$ cat src/rtl/loop_index_gen.sv
// Hardware for-loop sequencer: streams i = init; i CMP limit; i += step over a
// valid/ready index stream, with break, zero-trip handling and an optional iteration cap.
module loop_index_gen #(
  parameter int WIDTH     = 32,
  parameter int CNT_WIDTH = 32,
  parameter int MAX_ITERS = 0
) (
  input  logic                 i_clk,
  input  logic                 i_rst,
  input  logic                 i_start,
  input  logic [WIDTH-1:0]     i_init,
  input  logic [WIDTH-1:0]     i_limit,
  input  logic [WIDTH-1:0]     i_step,
  input  logic [1:0]           i_cmp,
  input  logic                 i_brk,
  output logic                 o_busy,
  output logic                 o_idx_valid,
  input  logic                 i_idx_ready,
  output logic [WIDTH-1:0]     o_idx,
  output logic                 o_idx_last,
  output logic                 o_done,
  output logic [WIDTH-1:0]     o_final_idx,
  output logic [CNT_WIDTH-1:0] o_iter_count,
  output logic                 o_aborted
);

  // state   | meaning
  // S_IDLE  | waiting for start; results held
  // S_CHECK | evaluate condition on init (zero-trip detection)
  // S_EMIT  | presenting idx to consumer
  // S_DONE  | one-cycle done pulse
  typedef enum logic [1:0] {S_IDLE, S_CHECK, S_EMIT, S_DONE} state_t;

  localparam logic [CNT_WIDTH-1:0] LP_MAX = CNT_WIDTH'(MAX_ITERS);

  state_t               r_state, w_state_nxt;
  logic [WIDTH-1:0]     r_idx, r_limit, r_step, r_final;
  logic [1:0]           r_cmp;
  logic [CNT_WIDTH-1:0] r_cnt;
  logic                 r_aborted;

  logic [WIDTH-1:0]     w_idx_nxt;
  logic [CNT_WIDTH-1:0] w_cnt_inc;
  logic                 w_cond_cur, w_cond_nxt, w_hs, w_cap_hit;

  function automatic logic f_cond(input logic [WIDTH-1:0] a, input logic [WIDTH-1:0] b,
                                  input logic [1:0] c);
    logic r;
    case (c)
      2'd0:    r = $signed(a) <  $signed(b);
      2'd1:    r = $signed(a) <= $signed(b);
      2'd2:    r = $signed(a) >  $signed(b);
      default: r = $signed(a) >= $signed(b);
    endcase
    return r;
  endfunction

  assign w_idx_nxt  = r_idx + r_step;
  assign w_cond_cur = f_cond(r_idx, r_limit, r_cmp);
  assign w_cond_nxt = f_cond(w_idx_nxt, r_limit, r_cmp);
  assign w_hs       = (r_state == S_EMIT) && i_idx_ready;
  assign w_cnt_inc  = (&r_cnt) ? r_cnt : r_cnt + CNT_WIDTH'(1);
  assign w_cap_hit  = (MAX_ITERS != 0) && (w_cnt_inc == LP_MAX);

  always_ff @(posedge i_clk or posedge i_rst) begin
    if (i_rst) r_state <= S_IDLE;
    else       r_state <= w_state_nxt;
  end

  always_comb begin
    w_state_nxt = r_state;
    case (r_state)
      S_IDLE:  if (i_start) w_state_nxt = S_CHECK;
      S_CHECK: w_state_nxt = w_cond_cur ? S_EMIT : S_DONE;
      S_EMIT:  if (w_hs && (i_brk || w_cap_hit || !w_cond_nxt)) w_state_nxt = S_DONE;
      default: w_state_nxt = S_IDLE;
    endcase
  end

  always_ff @(posedge i_clk or posedge i_rst) begin
    if (i_rst) begin
      r_idx     <= '0;
      r_limit   <= '0;
      r_step    <= '0;
      r_cmp     <= '0;
      r_final   <= '0;
      r_cnt     <= '0;
      r_aborted <= 1'b0;
    end else begin
      case (r_state)
        S_IDLE: if (i_start) begin
          r_idx     <= i_init;
          r_limit   <= i_limit;
          r_step    <= i_step;
          r_cmp     <= i_cmp;
          r_cnt     <= '0;
          r_aborted <= 1'b0;
        end
        S_CHECK: if (!w_cond_cur) r_final <= r_idx;
        S_EMIT: if (w_hs) begin
          r_cnt <= w_cnt_inc;
          // break wins over the cap; break reports the un-stepped index
          if (i_brk) begin
            r_final <= r_idx;
          end else if (w_cap_hit) begin
            r_aborted <= 1'b1;
            r_final   <= w_idx_nxt;
          end else if (!w_cond_nxt) begin
            r_final <= w_idx_nxt;
          end else begin
            r_idx <= w_idx_nxt;
          end
        end
        default: ;
      endcase
    end
  end

  assign o_busy       = (r_state == S_CHECK) || (r_state == S_EMIT);
  assign o_idx_valid  = (r_state == S_EMIT);
  assign o_idx        = r_idx;
  assign o_idx_last   = (r_state == S_EMIT) && !w_cond_nxt;
  assign o_done       = (r_state == S_DONE);
  assign o_final_idx  = r_final;
  assign o_iter_count = r_cnt;
  assign o_aborted    = r_aborted;

endmodule
$ cat config.mk
export PLATFORM = sky130hd
export DESIGN_NAME = loop_index_gen
export DESIGN_NICKNAME = d
export VERILOG_FILES = /design/src/rtl/loop_index_gen.sv
export SDC_FILE = /design/constraint.sdc
export NUM_CORES = 1
export LEC_CHECK = 0
export CORE_UTILIZATION = 30
export DETAILED_ROUTE_END_ITERATION = 6
export DONT_BUFFER_PORTS = 1
export GPL_TIMING_DRIVEN = 1
export PLACE_DENSITY_LB_ADDON = 0.12
export SLEW_MARGIN = 20
export SYNTH_ARGS = -nofsm -noshare
export SYNTH_HDL_FRONTEND = slang
export SYNTH_SLANG_ARGS = --single-unit
export TNS_END_PERCENT = 100
$ cat constraint.sdc
create_clock -name i_clk -period 5.9 [get_ports i_clk]
set_clock_uncertainty 0.1 [all_clocks]
set_input_delay 0.885 -clock i_clk [delete_from_list [all_inputs] [get_ports i_clk]]
set_output_delay 0.885 -clock i_clk [all_outputs]
set_load 0.03 [all_outputs]
==> flow_summary.ini, run 1 <==
[global_route]
grt_antenna_before_repair = 4
grt_use_total_pct = 18.5
grt_max_degree = 73
grt_overflow = 0
grt_pass1_vias = 8290
grt_pass1_wl_um = 50100

[floorplanning]
start_util_pct = 30.5
core_area_um2 = 34500
die-area_um2 = 35800
rows = 68
die_x_um = 189
die_h_um = 189
ios = 204

[setup_path]
cpPeakStageDelay_ns = 0.44
cp_top_family = compound AO/OA/AOI/OAI gates
path_buf_inv = 3
r2r_cells = 24
r2r_slack_ns = 0.56
worstSetupPathType = reg2out
path_max_fanout = 4
crit_arrival_ns = 4.86
worstPathRequired_ns = 4.91
worstPathCellList = buf_4 > fa_2 > a21o_1 > a31oi_4 > nor4_4 > o21ai_2 > a2111oi_2 > buf_4 > o31a_1 > nand4_1 > nand2_1 > xor2_1 > ha_1 > nand4_1 > nor3_1 > a221o_1 > or3_4 > nand4b_1 > nand3_2 > nor2_2 > buf_6
slowest_stage = dfrtp_2
crit_cells = 21
cp-end-kind = output port
startpoint_type = flip-flop

[logic_synthesis]
synth_area_leaders = dfrtp_1 (39%), ha_1 (12%), mux2_2 (7.3%)
synthDistinctLibCells = 62
async_flop_share_pct = 100
yosys.area.top_type = dfrtp_1
syn_area_per_cell_um2 = 9.57
synthTopCellsByCount = dfrtp_1 (164), nand2_1 (119), ha_1 (100)
ys_seq_area_share_pct = 39.1
yosys_warnings = 0
syn_area_um2 = 10500
synth_edf_count = 0
synth.most_common_cell = dfrtp_1
synth-xor-area-share_pct = 4.17
synth_top_family_by_area = compound AO/OA/AOI/OAI gates
synth-compound-area-share_pct = 15.2
synth_seq_cells = 164
synth_adder_area_share_pct = 12.1
synthesis.nets = 1301
synthMuxAreaShare_pct = 11.5
yosysTopAreaCellShare_pct = 39.1
ys.flop_type = dfrtp_1
synthCells = 1097
yosys.area_share.simple_pct = 14.0

[sta]
max_freq_ghz = 0.171
fin_ws_ns = 0.0512
maxSlewViolCount = 0
finalHoldViolations = 0
slew_headroom_pct = 28.0
rsz0062_at_grt = yes
tightest_slew_ns = 1.08
finalCritPeriodShare_pct = 99.1
fin_crit_ns = 5.85
setup-violations-final = 0

[placement]
pre_cts_slack_ns = -0.0403
place_congestion = 0.786
io_buffers = 0
dp_cells = 1567
place_area_um2 = 11400
dp.final_hpwl_um = 24000

[outcome]
status = completed

[routing]
drt_iter0_drc = 388
dr.pass1.iters = 5
vias = 8190
detail_route.drc_violations = 0
drt-vias-per-instance = 5.09
drt-wirelength-per-cell_um = 20.1
wirelength_um = 32300
final_antenna_net_count = 0

[clock_network]
cts_buffers = 17
cts_sinks = 164
cts_hold_buf = 0
clk_pin_slew_worst_paths_ns = 0.07
cts_tree = yes
insertion_delay_ns = 0.46
cts_root_buf = clkbuf_16
h-tree-depth = 4
clk_path_buf_depth = 2

[min_path]
hp-class = in2async

[cells_and_area]
finalInstanceArea_um2 = 12300
multi_input_area_um2 = 6230
layoutNonFillerInstCount = 1610
fillers = 3537
area_growth_syn_to_layout_pct = 17.2
drive_gt1_share_pct = 18.1
regArea_um2 = 4110
nets = 1345

[flow_run]
cap_violations = 0
-- flip-flops by register name, summed over array words and instances (netlist names) --
signal,flops
r_cmp,2
o_final_idx,32
o_idx,32
o_iter_count,32
r_limit,32
r_state,2
r_step,32
-- stage by stage --
step                      utilization, %  hold slack [ns]  TNS (ns)
final                               35.7            0.304         0
after global routing                35.7            0.338    -0.211
after CTS                           35.5            0.332   -0.0134
after detailed placement            33.0            0.394   -0.0403
after global placement              33.0            0.389   -0.0152
after floorplan                        -            0.379         0
-- repair_timing --
action | CTS | global route
pin swaps | 25 | 4
endpoints found under the setup margin | 1 | 1
resized for setup | 27 | 10
setup buffers | 10 | 0
hold endpoints to repair | 0 | 0
-- per-layer routing --
metal	wire length [µm]	global-route usage [%]	vias to the layer above
met5	34	0	-
met3	1720	5.21	30
li1	-	-	4044
met1	14900	23.9	3951
met4	386	4.40	6
met2	15200	30.3	159
-- final cells by class --
class	instances	share of cell area [%]
Clock buffer	21	3.82
Clock inverter	11	1.41
Timing Repair Buffer	67	4.32
Inverter	60	1.87
Antenna cell	1	0.0203
Sequential cell	164	33.4
Multi-Input combinational cell	831	50.6
Tap cell	455	4.62
-- cells in the final DEF, fill, tap and decap left out, types with 11 or more instances in the layout --
master,netlist,final
clkbuf_16,0,17
o211ai_1,11,11
o21ai_1,46,45
nand4_1,23,23
mux2i_1,44,44
a21o_1,20,20
a21oi_1,60,58
nor2_1,68,64
ha_1,100,91
nand3_1,30,29
inv_1,60,59
xnor2_1,28,28
nand2_1,119,118
o21ai_0,44,43
nor3_1,15,14
buf_4,3,64
mux2_2,68,68
xor2_1,22,22
dfrtp_1,164,163
-- kinds of logic (layout without fill, tap and decap cells) --
kind of cell / count (synthesis) / in the layout
simple gates: 314 / 314
compound gates: 253 / 253
flops: 164 / 164
mux: 112 / 112
buf+inv: 102 / 159
fa+ha+maj: 101 / 101
xor+xnor: 50 / 50
other cells: 1 / 2
-- worst paths after layout --
check / start / to
hold reg to reg: r_limit[15] / r_limit[15]
max in group asynchronous: i_rst / o_idx[1]
setup reg to reg: o_idx[1] / o_final_idx[18]
setup / recovery: o_idx[1] / o_idx_last
min in group i_clk: r_limit[15] / r_limit[15]
hold / removal: i_rst / r_step[30]
Power of run 1 is left out: the tool's default activity adds up to more than one toggle a clock period on the data nets, which glitch-free logic cannot reach.
==> inputs of run 2 (changes only) <==
--- a/config.mk
+++ b/config.mk
@@ -10,7 +10,6 @@
 export DONT_BUFFER_PORTS = 1
 export GPL_TIMING_DRIVEN = 1
 export PLACE_DENSITY_LB_ADDON = 0.12
-export SLEW_MARGIN = 20
 export SYNTH_ARGS = -nofsm -noshare
 export SYNTH_HDL_FRONTEND = slang
 export SYNTH_SLANG_ARGS = --single-unit
==> results of run 2 <==
Same layout as run 1: the final DEF is identical, and so are final timing and power.
Power of run 2 is left out for the same reason.
